===== config.mk =====
export PLATFORM = sky130hd
export DESIGN_NAME = cam_line_arbiter_flat
export DESIGN_NICKNAME = d
export VERILOG_FILES = /design/src/rtl/cam_line_arbiter_if.sv /design/src/rtl/cam_line_arbiter.sv /design/src/flat_wrapper.sv
export SDC_FILE = /design/constraint.sdc
export NUM_CORES = 1
export LEC_CHECK = 0
export CAP_MARGIN = 20
export CORE_MARGIN = 1.5
export CORE_UTILIZATION = 60
export CTS_CLUSTER_DIAMETER = 200
export DETAILED_ROUTE_END_ITERATION = 8
export PLACE_DENSITY = 0.82
export SLEW_MARGIN = 20
export SYNTH_ARGS = -nofsm -noshare
export SYNTH_HDL_FRONTEND = slang
export SYNTH_SLANG_ARGS = --single-unit

===== constraint.sdc =====
create_clock -name clk -period 3.6 [get_ports clk]
set_input_delay 0.36 -clock clk [delete_from_list [all_inputs] [get_ports clk]]
set_output_delay 0.36 -clock clk [all_outputs]
set_load 0.05 [all_outputs]

===== src/rtl/cam_line_arbiter_if.sv =====
// cam_line_arbiter_if
// Groups the camera-side flags, the consumer's read request and the
// arbiter's grant/status outputs into one bundle.
//   master : the arbiter (consumes camera/consumer inputs, drives grant/status)
//   slave  : the environment (FIFOs, vsync sources, pixel consumer)
interface cam_line_arbiter_if;
    logic cam1_vsync;
    logic cam2_vsync;
    logic cam1_line_rdy;
    logic cam2_line_rdy;
    logic cam1_empty;
    logic cam2_empty;
    logic read_en;
    logic cam1_re;
    logic cam2_re;
    logic cam_id;
    logic line_start;
    logic line_done;
    logic busy;
    logic underflow;
    logic stall_err;

    modport master (
        input  cam1_vsync, cam2_vsync, cam1_line_rdy, cam2_line_rdy,
        input  cam1_empty, cam2_empty, read_en,
        output cam1_re, cam2_re, cam_id, line_start, line_done, busy, underflow, stall_err
    );

    modport slave (
        output cam1_vsync, cam2_vsync, cam1_line_rdy, cam2_line_rdy,
        output cam1_empty, cam2_empty, read_en,
        input  cam1_re, cam2_re, cam_id, line_start, line_done, busy, underflow, stall_err
    );
endinterface


===== src/rtl/cam_line_arbiter.sv =====
// cam_line_arbiter
// Read-side scheduler sharing one pixel consumer between two camera line FIFOs.
// After both vsyncs have been seen it grants whole lines round-robin to cameras
// whose FIFO holds a full line, gates the FIFO read enables, and raises sticky
// underflow / stall flags.
// Ports:
//   clk  : read-side clock
//   rstn : asynchronous active-low reset
//   bus  : cam_line_arbiter_if.master (vsyncs, line_rdy, empty, read_en in;
//          camN_re, cam_id, line_start, line_done, busy, underflow, stall_err out)
module cam_line_arbiter #(
    parameter int unsigned LINE_PIX = 1280,
    parameter int unsigned TIMEOUT  = 4095
) (
    input logic               clk,
    input logic               rstn,
    cam_line_arbiter_if.master bus
);

    localparam int unsigned PIX_W = $clog2(LINE_PIX);
    localparam int unsigned WD_W  = $clog2(TIMEOUT + 1);

    typedef enum logic [1:0] {StSync, StArb, StRead} state_e;

    state_e             state_q;
    logic               vs1_q, vs2_q;
    logic               seen1_q, seen2_q;
    logic               last_q;
    logic               cam_id_q;
    logic               line_start_q;
    logic               underflow_q;
    logic               stall_err_q;
    logic [PIX_W-1:0]   pix_cnt_q;
    logic [WD_W-1:0]    wdog_q;

    logic in_read;
    logic sel_empty;
    logic rd;
    logic last_pix;
    logic rise1, rise2;

    assign in_read   = (state_q == StRead);
    // Only the granted FIFO's empty flag matters; the other camera is ignored.
    assign sel_empty = cam_id_q ? bus.cam2_empty : bus.cam1_empty;
    assign rd        = in_read & bus.read_en & ~sel_empty;
    assign last_pix  = (pix_cnt_q == PIX_W'(LINE_PIX - 1));
    assign rise1     = bus.cam1_vsync & ~vs1_q;
    assign rise2     = bus.cam2_vsync & ~vs2_q;

    assign bus.cam1_re    = rd & ~cam_id_q;
    assign bus.cam2_re    = rd & cam_id_q;
    assign bus.line_done  = rd & last_pix;
    assign bus.cam_id     = cam_id_q;
    assign bus.line_start = line_start_q;
    assign bus.busy       = in_read;
    assign bus.underflow  = underflow_q;
    assign bus.stall_err  = stall_err_q;

    always_ff @(posedge clk or negedge rstn) begin
        if (!rstn) begin
            state_q      <= StSync;
            vs1_q        <= 1'b0;
            vs2_q        <= 1'b0;
            seen1_q      <= 1'b0;
            seen2_q      <= 1'b0;
            last_q       <= 1'b1;   // so cam1 wins the first contested grant
            cam_id_q     <= 1'b0;
            line_start_q <= 1'b0;
            underflow_q  <= 1'b0;
            stall_err_q  <= 1'b0;
            pix_cnt_q    <= '0;
            wdog_q       <= '0;
        end else begin
            vs1_q        <= bus.cam1_vsync;
            vs2_q        <= bus.cam2_vsync;
            line_start_q <= 1'b0;
            unique case (state_q)
                StSync: begin
                    if (seen1_q && seen2_q) begin
                        state_q <= StArb;
                        seen1_q <= 1'b0;
                        seen2_q <= 1'b0;
                    end else begin
                        if (rise1) seen1_q <= 1'b1;
                        if (rise2) seen2_q <= 1'b1;
                    end
                end
                StArb: begin
                    if (bus.cam1_line_rdy || bus.cam2_line_rdy) begin
                        // Contested: pick the camera not served last. Otherwise the ready one.
                        cam_id_q     <= (bus.cam1_line_rdy && bus.cam2_line_rdy) ?
                                        ~last_q : bus.cam2_line_rdy;
                        line_start_q <= 1'b1;
                        pix_cnt_q    <= '0;
                        wdog_q       <= '0;
                        state_q      <= StRead;
                    end
                end
                StRead: begin
                    if (rd) begin
                        wdog_q <= '0;
                        if (last_pix) begin
                            pix_cnt_q <= '0;
                            last_q    <= cam_id_q;
                            state_q   <= StArb;
                        end else begin
                            pix_cnt_q <= pix_cnt_q + PIX_W'(1);
                        end
                    end else begin
                        if (bus.read_en && sel_empty) underflow_q <= 1'b1;
                        if (wdog_q == WD_W'(TIMEOUT - 1)) begin
                            // Abandon the line and realign on the next vsync pair.
                            stall_err_q <= 1'b1;
                            seen1_q     <= 1'b0;
                            seen2_q     <= 1'b0;
                            state_q     <= StSync;
                        end else begin
                            wdog_q <= wdog_q + WD_W'(1);
                        end
                    end
                end
                default: state_q <= StSync;
            endcase
        end
    end

endmodule


===== src/flat_wrapper.sv =====
// flat-port wrapper written by rule: the top's interface ports become plain ports
module cam_line_arbiter_flat 
#(
    parameter int unsigned LINE_PIX = 1280,
    parameter int unsigned TIMEOUT  = 4095
)
  (clk, rstn, bus_cam1_vsync, bus_cam2_vsync, bus_cam1_line_rdy, bus_cam2_line_rdy, bus_cam1_empty, bus_cam2_empty, bus_read_en, bus_cam1_re, bus_cam2_re, bus_cam_id, bus_line_start, bus_line_done, bus_busy, bus_underflow, bus_stall_err);
  cam_line_arbiter_if bus_i ();
  input logic clk;
  input logic rstn;
  input wire logic [$bits(bus_i.cam1_vsync)-1:0] bus_cam1_vsync;
  input wire logic [$bits(bus_i.cam2_vsync)-1:0] bus_cam2_vsync;
  input wire logic [$bits(bus_i.cam1_line_rdy)-1:0] bus_cam1_line_rdy;
  input wire logic [$bits(bus_i.cam2_line_rdy)-1:0] bus_cam2_line_rdy;
  input wire logic [$bits(bus_i.cam1_empty)-1:0] bus_cam1_empty;
  input wire logic [$bits(bus_i.cam2_empty)-1:0] bus_cam2_empty;
  input wire logic [$bits(bus_i.read_en)-1:0] bus_read_en;
  output wire logic [$bits(bus_i.cam1_re)-1:0] bus_cam1_re;
  output wire logic [$bits(bus_i.cam2_re)-1:0] bus_cam2_re;
  output wire logic [$bits(bus_i.cam_id)-1:0] bus_cam_id;
  output wire logic [$bits(bus_i.line_start)-1:0] bus_line_start;
  output wire logic [$bits(bus_i.line_done)-1:0] bus_line_done;
  output wire logic [$bits(bus_i.busy)-1:0] bus_busy;
  output wire logic [$bits(bus_i.underflow)-1:0] bus_underflow;
  output wire logic [$bits(bus_i.stall_err)-1:0] bus_stall_err;
  assign bus_i.cam1_vsync = bus_cam1_vsync;
  assign bus_i.cam2_vsync = bus_cam2_vsync;
  assign bus_i.cam1_line_rdy = bus_cam1_line_rdy;
  assign bus_i.cam2_line_rdy = bus_cam2_line_rdy;
  assign bus_i.cam1_empty = bus_cam1_empty;
  assign bus_i.cam2_empty = bus_cam2_empty;
  assign bus_i.read_en = bus_read_en;
  assign bus_cam1_re = bus_i.cam1_re;
  assign bus_cam2_re = bus_i.cam2_re;
  assign bus_cam_id = bus_i.cam_id;
  assign bus_line_start = bus_i.line_start;
  assign bus_line_done = bus_i.line_done;
  assign bus_busy = bus_i.busy;
  assign bus_underflow = bus_i.underflow;
  assign bus_stall_err = bus_i.stall_err;
  cam_line_arbiter #(.LINE_PIX(LINE_PIX), .TIMEOUT(TIMEOUT)) u_core (.clk(clk), .rstn(rstn), .bus(bus_i));
endmodule

Word level (Yosys, flattened, before mapping)
Cells that the tools add are included.

Register bits after elaboration: 34. Logic and storage cells: 83. Bits of input ports: 9. Output and inout bits: 8.

Equality and inequality tests: 14. Mux-type cells: 26. Bitwise operators: 13. $add $sub $neg: 2. Reduce and logical (&&, ||, !) cells: 16.

Operators with widths (number): $mux 12 (3); $mux 11 (3); $pmux 12 s2 (1); $pmux 11 s2 (1); $reduce_and 3->1 (5); $add 12x1->12 const B (1); $eq 12x12->1 const B (1); $reduce_and 4->1 (3); $add 11x1->11 const B (1); $eq 11x11->1 const B (1); $mux 1 (10); $mux 2 (5); $ne 3x3->1 const B (3); $and 1x1->1 (7); $ne 2x2->1 const B (3); $ne 3x1->1 const B (2); $not 1->1 (6); $pmux 2 s3 (1); $ne 2x1->1 const B (2); $pmux 1 s2 (2); $reduce_bool 2->1 (2); $logic_and 1x1->1 (3); $eq 2x1->1 const B (1); $eq 2x2->1 const B (1); 3 further kinds (3).

Logic depth before layout (Yosys ltp)
Gate-level depths: netlist of the first run.

Depth in word-level cells: 5. Depth in mapped cells: 8. Gate-level depth less buffers: 7.

Least setup slack after synthesis of the first run
No wires, ideal clock.

Path kind: register to register. From: register u_core.state_q[0]. To: register u_core.last_q. Buffers on the path: 1. Required time: 3.518 ns. Library setup time: 0.082 ns. Clock period less this slack: 3.576 ns. Slack: 0.024 ns. Cell stages (with the launch flop): 7. Arrival time: 3.494 ns. Path through: dfrtp_1 inv_1 ha_1 clkbuf_1 nand3_1 nor4_1 mux2_2.

Cells in the longest elaborated chain, start to end: 4.

RTL lines: start, declared (line cam_line_arbiter.sv:25) `state_e state_q;`; start signal, assigned (line cam_line_arbiter.sv:61) `state_q <= StSync;`; start signal, assigned (line cam_line_arbiter.sv:80) `state_q <= StArb;`; start signal, assigned (line cam_line_arbiter.sv:96) `state_q <= StRead;`; $eq 2x2->1 * (line cam_line_arbiter.sv:42) `assign in_read = (state_q == StRead);`; named net bus_busy (line flat_wrapper.sv:23) `output wire logic [$bits(bus_i.busy)-1:0] bus_busy;`; $and 1x1->1 (2 in a row) (line cam_line_arbiter.sv:45) `assign rd = in_read & bus.read_en & ~sel_empty;`; $reduce_and 3->1 (no line) *; end signal, assigned (line cam_line_arbiter.sv:104) `last_q <= cam_id_q;`; end, declared (line cam_line_arbiter.sv:28) `logic last_q;`.

The timed path passes the listed nets; every way through them passes the cells marked *. A chain may end at the register's enable or synchronous reset.

Worst setup path after layout of the first run
From: register u_core.state_q[0]. To: output port bus_line_done.

Cells in the longest elaborated chain, start to end: 4.

RTL lines: $eq 2x2->1 (line cam_line_arbiter.sv:42); $and 1x1->1 (2 in a row) (line cam_line_arbiter.sv:45); $and 1x1->1 (line cam_line_arbiter.sv:52) `assign bus.line_done = rd & last_pix;`; end, declared (line flat_wrapper.sv:22) `output wire logic [$bits(bus_i.line_done)-1:0] bus_line_done;`.

Every way passes these cells.

==> results.md, run 1 <==
* Status: complete, no violations
* Static Leak at 0.928 nW
* Core Box Area at just over 0.003 mm2
* Register-to-Register Setup Slack at about 1.2 ns
* Worst-path fanout max at 12
* Initial Util at 0.630
* Final hold violation count at 0
* Final nets at 241
* Fin crit period at about 3.2 ns
* DR WL/cell at roughly 15 um
* Antenna diodes at 0
* Final total power at ~1.3 mW
* Residual DRC at 0
* Total grt overflow at 0
* Fin. max-slew vios at 0
* Fillers at between 200 and 250
* Rows at 20
* First-pass GRT wire length at between 7 and 8 mm
* Total die area at ~0.0036 mm2
* Ys async rst share at 1.00
* Share of layout cells above drive strength 1 at 0.0973
* Drt first-iter violations at between 150 and 200
* VDD IR-drop max at around 0.57 mV
* Register area share after synthesis at 0.443
* Post-CTS sizing at 0
* Clk Latency, worst-skew pair at between 0.3 and 0.4 ns
* Synth unique cells at 50
* Max-cap viol count at 0
* Die width at 59.6 um
* 1st-pass router iterations at 5
* Hold buffer count at cts at 0
* Post-CTS setup buffer count at 0
* Vias per cell at 6.07
* Crit path to: bus_line_done
* Mapped Nets at 223
* Required @ worst endpoint at 3.24 ns
* Cell count after placement at between 200 and 300
* CP Class: reg2out
* Number of global-route vias before repair at between 1500 and 2000
* Gr usage total at 0.269
* CTS Root Cell: clkbuf_4
* CP endpoint kind: output pin
* Seq cells post-synth at 34
* Final setup fails at 0
* Max-slew headroom at 0.486
* Fmax at about 0.32 GHz
* Area Growth Syn to Fin at 14.6%
* H-tree depth at 2
* IO Count at 17
* CP startpoint kind: flip-flop
* Fin Setup TNS at 0 ns
* ANT nets after route at 0
* Routability cong. at roughly 0.91
* Clock sinks at 34
* Post-synth EDFFs at 0
* Hpwl dp at 2.91 mm
* Largest net degree at the start of global routing at 35
* R2R depth at 6
* Tcrit/Tclk final at 0.876
* Post-Layout Cell Count at 270
* R2r endpoint: u_core.pix_cnt_q[8]
* CP Launch Point: u_core.state_q[0]
* TritonCTS buffer count at 5
* Worst r2r src: u_core.state_q[1]
* Critical Path AT at approximately 2.8 ns
* CTS clk-pin slew, worst paths at 0.10 ns
* Fin util at 0.723
* Final setup skew at 0.00758 ns
* PD cells at between 600 and 700 mW/mm2
* Min-Delay Path Class: in2async
* Total Routed Length at 4.15 mm
* I/O Buffers at 16
* RSZ-0062 raised after global routing: no
* Maximum clock path buffer count at 2
* Cells after Synth at 207
* Cell area after synthesis at approximately 0.0019 mm2
* Prevailing post-synth register cell: dfrtp_1
* Slew @ Worst Pin at about 0.77 ns
* Die height at 59.6 um
* Synthesized area per cell at 9.30 um2
* CTS tree: yes
* DR vias at around 1600
* Yosys warns at 0
* Antenna violations before repair at 0
## sequential cells by signal, indices dropped and copies added (netlist names)
name                   flops
u_core.wdog_q             12
u_core.pix_cnt_q          11
u_core.state_q             2
u_core.bus.cam_id          1
u_core.bus.line_start      1
u_core.bus.stall_err       1
u_core.bus.underflow       1
u_core.last_q              1
u_core.seen1_q             1
u_core.seen2_q             1
u_core.vs1_q               1
u_core.vs2_q               1
## worst max-delay path, stage by stage, from the launching register on
cell and delay [ns]:
dfrtp_1 0.43, inv_1 0.09, ha_1 0.40, nand3_1 0.26
nor4_1 0.38, clkdlybuf4s50_1 0.89
## layout by cell type, fill, tap and decap left out, types with 2 or more instances in the layout
cell,instances
xnor2_1,7
dfrtp_1,33
inv_1,11
nand2_1,24
mux2_4,2
nand3b_1,3
mux2i_1,2
clkdlybuf4s50_1,16
nand3_1,16
or3_1,5
nor3_1,7
or4_1,2
o21ai_1,6
clkbuf_8,3
nor3b_1,2
a21oi_1,8
nand3_2,3
nand4_1,5
nor4_1,4
o21ai_0,11
a32o_1,2
clkbuf_4,5
nor4b_1,2
buf_4,2
ha_1,7
nor2_1,13
## where the power goes
part	total [mW]	internal, mW	switching [mW]
Combinational	0.594	0.205	0.389
Sequential	0.477	0.429	0.0477
Clock	0.262	0.133	0.129
## metrics by stage
step / hold WS (ns) / area, um2 / setup slack [ns]
2_1_floorplan: 0.0644 / 1920 / 0.0243
3_3_place_gp: 0.449 / 2130 / 0.724
3_5_place_dp: 0.451 / 2130 / 0.654
4_1_cts: 0.419 / 2210 / 0.431
5_1_grt: 0.443 / 2210 / 0.245
6_report: 0.410 / 2210 / 0.447
## worst min-delay path by stage
stage,end,startpoint,cells past startpoint
after floorplan,u_core.bus.cam_id,rstn,0
after global routing,u_core.bus.stall_err,rstn,2
after detailed placement,u_core.bus.stall_err,u_core.bus.stall_err,1
after global placement,u_core.bus.stall_err,u_core.bus.stall_err,1
final,u_core.wdog_q[3],rstn,2
after CTS,u_core.bus.stall_err,rstn,2
## layout make-up
| cell class | instances | area, um2 | share of cell area |
|---|---|---|---|
| Multi-Input combinational cell | 155 | 1000 | 0.455 |
| Sequential cell | 34 | 852 | 0.386 |
| Timing Repair Buffer | 18 | 175 | 0.0794 |
| Clock buffer | 8 | 78.8 | 0.0357 |
| Tap cell | 44 | 55.1 | 0.0250 |
| Inverter | 11 | 41.3 | 0.0187 |
## metal layers
| layer | GRT usage | part of all wire | wire, um |
|---|---|---|---|
| met1 | 0.326 | 0.41 | 1720 |
| met2 | 0.438 | 0.50 | 2080 |
| met3 | 0.0764 | 0.068 | 281 |
| met4 | 0.133 | 0.017 | 72 |
| met5 | 0 | 0 | 0 |
## synthesized netlist by cell type, types with 4 or more instances
cell,n,area share
a21oi_1,8,0.021
clkbuf_1,5,0.0098
dfrtp_1,33,0.43
ha_1,7,0.046
inv_1,11,0.021
nand2_1,24,0.047
nand3_1,16,0.042
nand4_1,5,0.016
nor2_1,13,0.025
nor3_1,7,0.018
nor4_1,4,0.013
o21ai_0,11,0.029
o21ai_1,6,0.016
or3_1,5,0.016
xnor2_1,7,0.032
## cell families (layout without fill, tap and decap cells)
kind of cell	count (synthesis)	in the layout	share of synthesized area
AOI/OAI and AO/OA	41	41	0.133
xor gates and xnor gates	8	8	0.0364
adders and majority gates	7	7	0.0455
buffers and inverters	18	37	0.0358
DFF	34	34	0.443
muxes	6	6	0.0390
and+or+nand+nor	93	93	0.267
(Power assumes the default switching activity.)
==> run 2: changes to the inputs <==
Settings changed: SLEW_MARGIN 20 to 25.
==> results of run 2 <==
Same layout as run 1: the final DEF is identical, and so are final timing and power.
==> variant 1, RTL diff (settings of run 1) <==
Make the reset (`rstn`) synchronous in one clocked block. Comments in the files are not updated.
--- a/src/rtl/cam_line_arbiter.sv
+++ b/src/rtl/cam_line_arbiter.sv
@@ -56,7 +56,7 @@
     assign bus.underflow  = underflow_q;
     assign bus.stall_err  = stall_err_q;
 
-    always_ff @(posedge clk or negedge rstn) begin
+    always_ff @(posedge clk) begin
         if (!rstn) begin
             state_q      <= StSync;
             vs1_q        <= 1'b0;
Formal check against the unedited RTL: differs if rstn is asserted again (counterexample within 4 cycles, from zero or initial values and one cycle with rstn low); with rstn held inactive, the same outputs for 10 cycles.
==> variant 1 against run 1 <==
  * Total power down 20%
  * Critical path depth unchanged
  * Sequential cell count unchanged
  * Area after synthesis down 6.4%
  * Largest cell class unchanged
  * Hold slack better by 0.070 ns
  * Critical path type unchanged
  * Combinational power down 41%
  * Routed wire length down 1.8%
  * Design area down 7.7%
  * Setup slack better by 0.086 ns
==> variant 1: results (changes against run 1) <==
Synth
  • Synth top cells by count: 34 x dfxtp_1, 20 x nand2_1, 16 x nor2_1 (was 33 x dfrtp_1, 24 x nand2_1, 16 x nand3_1)
  • Seq/Total Area, Yosys: 37.80% (was 44.28%)
  • Top FF cell, synth: dfxtp_1 (was dfrtp_1)
  • Synth Instances: 212 (was 207)
  • Netlist cell types: 48 (was 50)
  • Top post-synthesis cells by area: dfxtp_1 38%, ha_1 4.9%, nand2_1 4.2% (was dfrtp_1 43%, nand2_1 4.7%, ha_1 4.6%)
  • Async S/R FF share, synth: 0% (was 100.0%)

Hold path
  • Hold depth: 1
  • HP Class: reg2reg (was in2async)

Pwr
  • Sw frac: 37.53% (was 42.41%)
  • Peak VDD IR: 421.9 µV (was 574.5 µV)
  • P_leak: 0.7122 nW (was 0.9283 nW)

Route
  • Vias/cell: 6.306 (was 6.067)
  • Total Wirelength: 4072 µm (was 4148 µm)
  • TritonRoute pass-1 iters: 4 (was 5)
  • Initial DRC count: 114 (was 154)

Run status
  • Status: finished, final reports clean (unchanged)

Final layout
  • Proportion of layout cells with a drive suffix above 1: 7.489% (was 9.735%)
  • Final nets: 242 (was 241)

Place
  • Hpwl dp: 2888 µm (was 2912 µm)
  • Placer Congestion: 0.9045 (was 0.9121)
  • Area of placed instances: 0.001959 mm² (was 0.002127 mm²)
  • Port Buf Inserts: 16 (unchanged)
  • Placed cells: 250 (was 262)
  • DP Worst Slack: 0.8097 ns (was 0.6543 ns)

Worst setup path
  • CP top delay family: simple AND/OR/NAND/NOR gates (was buffers and inverters)
  • Worst reg2reg setup slack: 1.28 ns (was 1.21 ns)
  • Peak fanout along the critical path: 4 (was 12)
  • Max incr delay on CP: 0.84 ns (was 0.89 ns)
  • Worst reg2reg startpoint: u_core.bus.cam_id (was u_core.state_q[1])
  • R2R cell count: 5 (was 6)
  • Reg2reg end: u_core.pix_cnt_q[7] (was u_core.pix_cnt_q[8])
  • Worst EP arrival: 2.71 ns (was 2.79 ns)

Timing
  • Fin. Hold Viols: 0 (unchanged)
  • Hold Slack: 0.4801 ns (was 0.4102 ns)
  • Worst relative slew slack: 40.11% (was 48.64%)
  • Worst Clk Skew: 0.01634 ns (was 0.007579 ns)

Global routing
  • All-Layer GR Usage: 28.30% (was 26.94%)
  • Vias in the first global route: 1618 (was 1623)
  • Largest net degree at the start of global routing: 29 (was 35)
  • First-pass GRT wire length: 7251 µm (was 7093 µm)
-- variant 1: logic make-up (layout without fill, tap and decap cells) --
logic type               after synthesis  count (layout)  share of synthesized area (%)
buffers and inverters                 15              30                          3.474
flip-flops                            34              34                          37.80
multiplexers                           3               3                          1.876
adder cells (fa/ha/maj)                7               7                          4.864
AO/OA/AOI/OAI                         52              52                          20.64
AND/OR/NAND/NOR                       91              91                          26.48
XOR/XNOR                              10              10                          4.865
-- variant 1: how the worst max path moves through the flow --
stage	from	end	slack [ns]	cells past startpoint
after detailed placement	bus_cam2_empty	bus_line_done	0.81	5
final	u_core.pix_cnt_q[0]	bus_line_done	0.53	5
after CTS	u_core.pix_cnt_q[0]	bus_line_done	0.51	5
after global routing	u_core.pix_cnt_q[0]	bus_line_done	0.31	5
after floorplan	u_core.state_q[0]	bus_cam2_re	0.91	4
after global placement	bus_cam2_empty	bus_line_done	0.89	5
-- variant 1: area by class of cell --
type	count	area, µm²
Tap cell	31	38.79
Fill cell	228	768.2
Clock inverter	3	40.04
Clock buffer	5	37.54
Multi-Input combinational cell	163	1057
Timing Repair Buffer	16	160.2
Sequential cell	34	680.7
Inverter	6	22.52
-- variant 1: layer usage --
layer	global-route usage (%)	part of all wire, %	vias up
met3	5.804	3.5	18
met2	45.29	48	42
met1	35.84	44	766
li1	-	-	801
met4	15.28	4.0	0
met5	0	0	-
-- variant 1: power by group through the flow --
stage | clock [W] | sequential [W] | combinational (W)
final | 0.000282 | 0.000429 | 0.000350
after floorplan | 0 | 0.000443 | 0.000256
after detailed placement | 0 | 0.000437 | 0.000347
after global routing | 0.000296 | 0.000434 | 0.000388
after CTS | 0.000285 | 0.000428 | 0.000348
after global placement | 0 | 0.000434 | 0.000329
==> variant 2, RTL diff (config.mk and constraints of run 1) <==
Without the edit above. `TIMEOUT` is set to 4095 in 2 places; all go to 2047.
--- a/src/rtl/cam_line_arbiter.sv
+++ b/src/rtl/cam_line_arbiter.sv
@@ -10,7 +10,7 @@
 //          camN_re, cam_id, line_start, line_done, busy, underflow, stall_err out)
 module cam_line_arbiter #(
     parameter int unsigned LINE_PIX = 1280,
-    parameter int unsigned TIMEOUT  = 4095
+    parameter int unsigned TIMEOUT  = 2047
 ) (
     input logic               clk,
     input logic               rstn,
--- a/src/flat_wrapper.sv
+++ b/src/flat_wrapper.sv
@@ -2,7 +2,7 @@
 module cam_line_arbiter_flat 
 #(
     parameter int unsigned LINE_PIX = 1280,
-    parameter int unsigned TIMEOUT  = 4095
+    parameter int unsigned TIMEOUT  = 2047
 )
   (clk, rstn, bus_cam1_vsync, bus_cam2_vsync, bus_cam1_line_rdy, bus_cam2_line_rdy, bus_cam1_empty, bus_cam2_empty, bus_read_en, bus_cam1_re, bus_cam2_re, bus_cam_id, bus_line_start, bus_line_done, bus_busy, bus_underflow, bus_stall_err);
   cam_line_arbiter_if bus_i ();
Behaviour: no difference found for any inputs over 10 cycles, from zero or initial values and one cycle with rstn low; that may be too few to reach the edited logic, so the function may still have changed.
==> variant 2 against run 1 <==
  * Clock skew grew 0.0054 ns
  * Combinational power rose by 4.2%
  * Non-clock buffer count down 1
  * Area after synthesis down 1.2%
  * Routed wire length rose by 4.2%
  * Highest routed layer unchanged
  * Setup slack gained 0.041 ns
  * Sequential cell count down 1
  * Design area is 2.0% lower
  * Total power decreased by 3.5%
  * Core utilization is 0.89 points lower
  * Critical path depth stayed put
  * Hold slack got worse by 0.0062 ns
==> variant 2: results (changes against run 1) <==
Synth
  • Netlist cell types: 47 (was 50)
  • Async S/R FF share, synth: 100.0% (unchanged)
  • Post-Syn Nets: 220 (was 223)
  • Synth top cells by count: 32 x dfrtp_1, 21 x nand2_1, 16 x nand3_1, 16 x o21ai_0, 15 x a21oi_1 (was 33 x dfrtp_1, 24 x nand2_1, 16 x nand3_1)
  • Top post-synthesis cells by area: dfrtp_1 42%, ha_1 4.6%, nand3_1 4.2% (was dfrtp_1 43%, nand2_1 4.7%, ha_1 4.6%)
  • Top FF cell, synth: dfrtp_1 (unchanged)
  • Synth warn: 0 (unchanged)
  • Seq/Total Area, Yosys: 43.52% (was 44.28%)

Worst setup path
  • R2R cell count: 6 (unchanged)
  • CP top delay family: buffers and inverters (unchanged)
  • Reg2reg end: u_core.pix_cnt_q[6] (was u_core.pix_cnt_q[8])
  • CP Launch Point: u_core.state_q[0] (unchanged)
  • Worst EP arrival: 2.75 ns (was 2.79 ns)
  • Peak fanout along the critical path: 14 (was 12)
  • Worst reg2reg setup slack: 1.36 ns (was 1.21 ns)
  • Worst reg2reg startpoint: u_core.state_q[1] (unchanged)
  • Max incr delay on CP: 0.86 ns (was 0.89 ns)
  • Cell at the slowest stage of the critical path: clkdlybuf4s50_1 (unchanged)
  • Critical Path Sink: bus_line_done (unchanged)

Timing
  • Worst Clk Skew: 0.01302 ns (was 0.007579 ns)
  • Worst relative slew slack: 52.71% (was 48.64%)

Final layout
  • Regs by FF count: u_core.pix_cnt_q x11, u_core.wdog_q x11, u_core.state_q x2 (was u_core.wdog_q x12, u_core.pix_cnt_q x11, u_core.state_q x2)
  • Proportion of layout cells with a drive suffix above 1: 7.522% (was 9.735%)
  • Layout fillers: 239 (was 236)
  • Diodes inserted: 0 (unchanged)
  • Final nets: 241 (unchanged)

Route
  • Vias/cell: 6.289 (was 6.067)
  • Initial DRC count: 94 (was 154)
  • TritonRoute pass-1 iters: 4 (was 5)
  • Routed length per instance: 16.00 µm (was 15.36 µm)

Global routing
  • Largest net degree at the start of global routing: 34 (was 35)
  • Vias in the first global route: 1573 (was 1623)
  • Initial antenna violation count: 0 (unchanged)
  • All-Layer GR Usage: 27.08% (was 26.94%)
  • First-pass GRT wire length: 7086 µm (was 7093 µm)

CTS
  • Post-CTS Setup Inserts: 0 (unchanged)
  • Clock Tree Buf Depth: 2 (unchanged)
  • Clk pin slew, worst setup/hold paths: approximately 0.11 ns
  • CTS root buffer: clkbuf_4 (unchanged)
  • CTS resizes: 0 (unchanged)
  • H-Tree Depth: 2 (unchanged)
  • CTS Buf Count: 5 (unchanged)
  • Clock Latency Late Sink: approximately 0.35 ns

Pwr
  • Peak VDD IR: 493.8 µV (was 574.5 µV)
  • P_leak: 0.8601 nW (was 0.9283 nW)

Place
  • Hpwl dp: 3138 µm (was 2912 µm)
  • Port Buf Inserts: 16 (unchanged)
  • Placer Congestion: 0.8664 (was 0.9121)
  • Area of placed instances: 0.002110 mm² (was 0.002127 mm²)

Run status
  • Status: finished, final reports clean (unchanged)

Hold path
  • HP Class: in2async (unchanged)
[variant 2: cell count changes after synthesis, moves of 4 or more]
cell and delta:
a21oi_1 +7, and3_1 +4, clkbuf_1 -5, nor2_1 -8, nor4_1 -4, o21ai_0 +5
o21ai_1 -6, o221ai_1 +4, xnor2_1 -7
[variant 2: cell families after synthesis]
| group | after synthesis | synth area share, % |
|---|---|---|
| compound gates | 58 | 20.67 |
| fa+ha+maj | 7 | 4.608 |
| buf+inv | 16 | 3.292 |
| flops | 33 | 43.52 |
| mux | 5 | 3.225 |
| simple gates | 85 | 24.69 |
[variant 2: how the worst min path moves through the flow]
stage                         startpoint                    to  slack [ns]  cells past startpoint
floorplan                           rstn     u_core.bus.cam_id        0.06                      0
global placement    u_core.bus.stall_err  u_core.bus.stall_err        0.45                      1
detailed placement  u_core.bus.stall_err  u_core.bus.stall_err        0.45                      1
CTS                                 rstn  u_core.bus.stall_err        0.41                      2
global route                        rstn  u_core.bus.stall_err        0.44                      2
finish                              rstn  u_core.bus.stall_err        0.40                      2
[variant 2: report_power, final]
group / switching (W) / internal, W / total [W] / leakage (nW)
Combinational: 0.000408 / 0.000211 / 0.000619 / 0.389
Clock: 0.000130 / 0.0000743 / 0.000204 / 0.0320
Sequential: 0.0000457 / 0.000419 / 0.000464 / 0.439
Total: 0.000583 / 0.000704 / 0.00129 / 0.860
[variant 2: cell type report]
cell class	instances	area share [%]
inverter	13	2.258
tap	44	2.548
multi-input combinational	155	46.79
clock buffer	6	1.911
timing repair buffer	17	7.759
clock inverter	2	0.4632
sequential	33	38.27
[variant 2: per-stage QoR]
stage                     setup WS, ns  cells  util, %  hold slack, ns
after floorplan                 0.6878    204        -         0.06441
after global placement          0.9871    262    69.67          0.4454
after detailed placement        0.8888    262    69.67          0.4471
after CTS                       0.4973    270    71.36          0.4106
after global routing            0.3116    270    71.36          0.4355
final                           0.4889    270    71.36          0.4040
[variant 2: per-layer routing]
metal / vias to the layer above / global-route usage [%] / routed length [µm]
li1: 812 / - / -
met1: 816 / 33.80 / 1901
met2: 62 / 42.86 / 2056
met3: 8 / 7.642 / 280
met4: 0 / 13.31 / 82
met5: - / 0 / 0
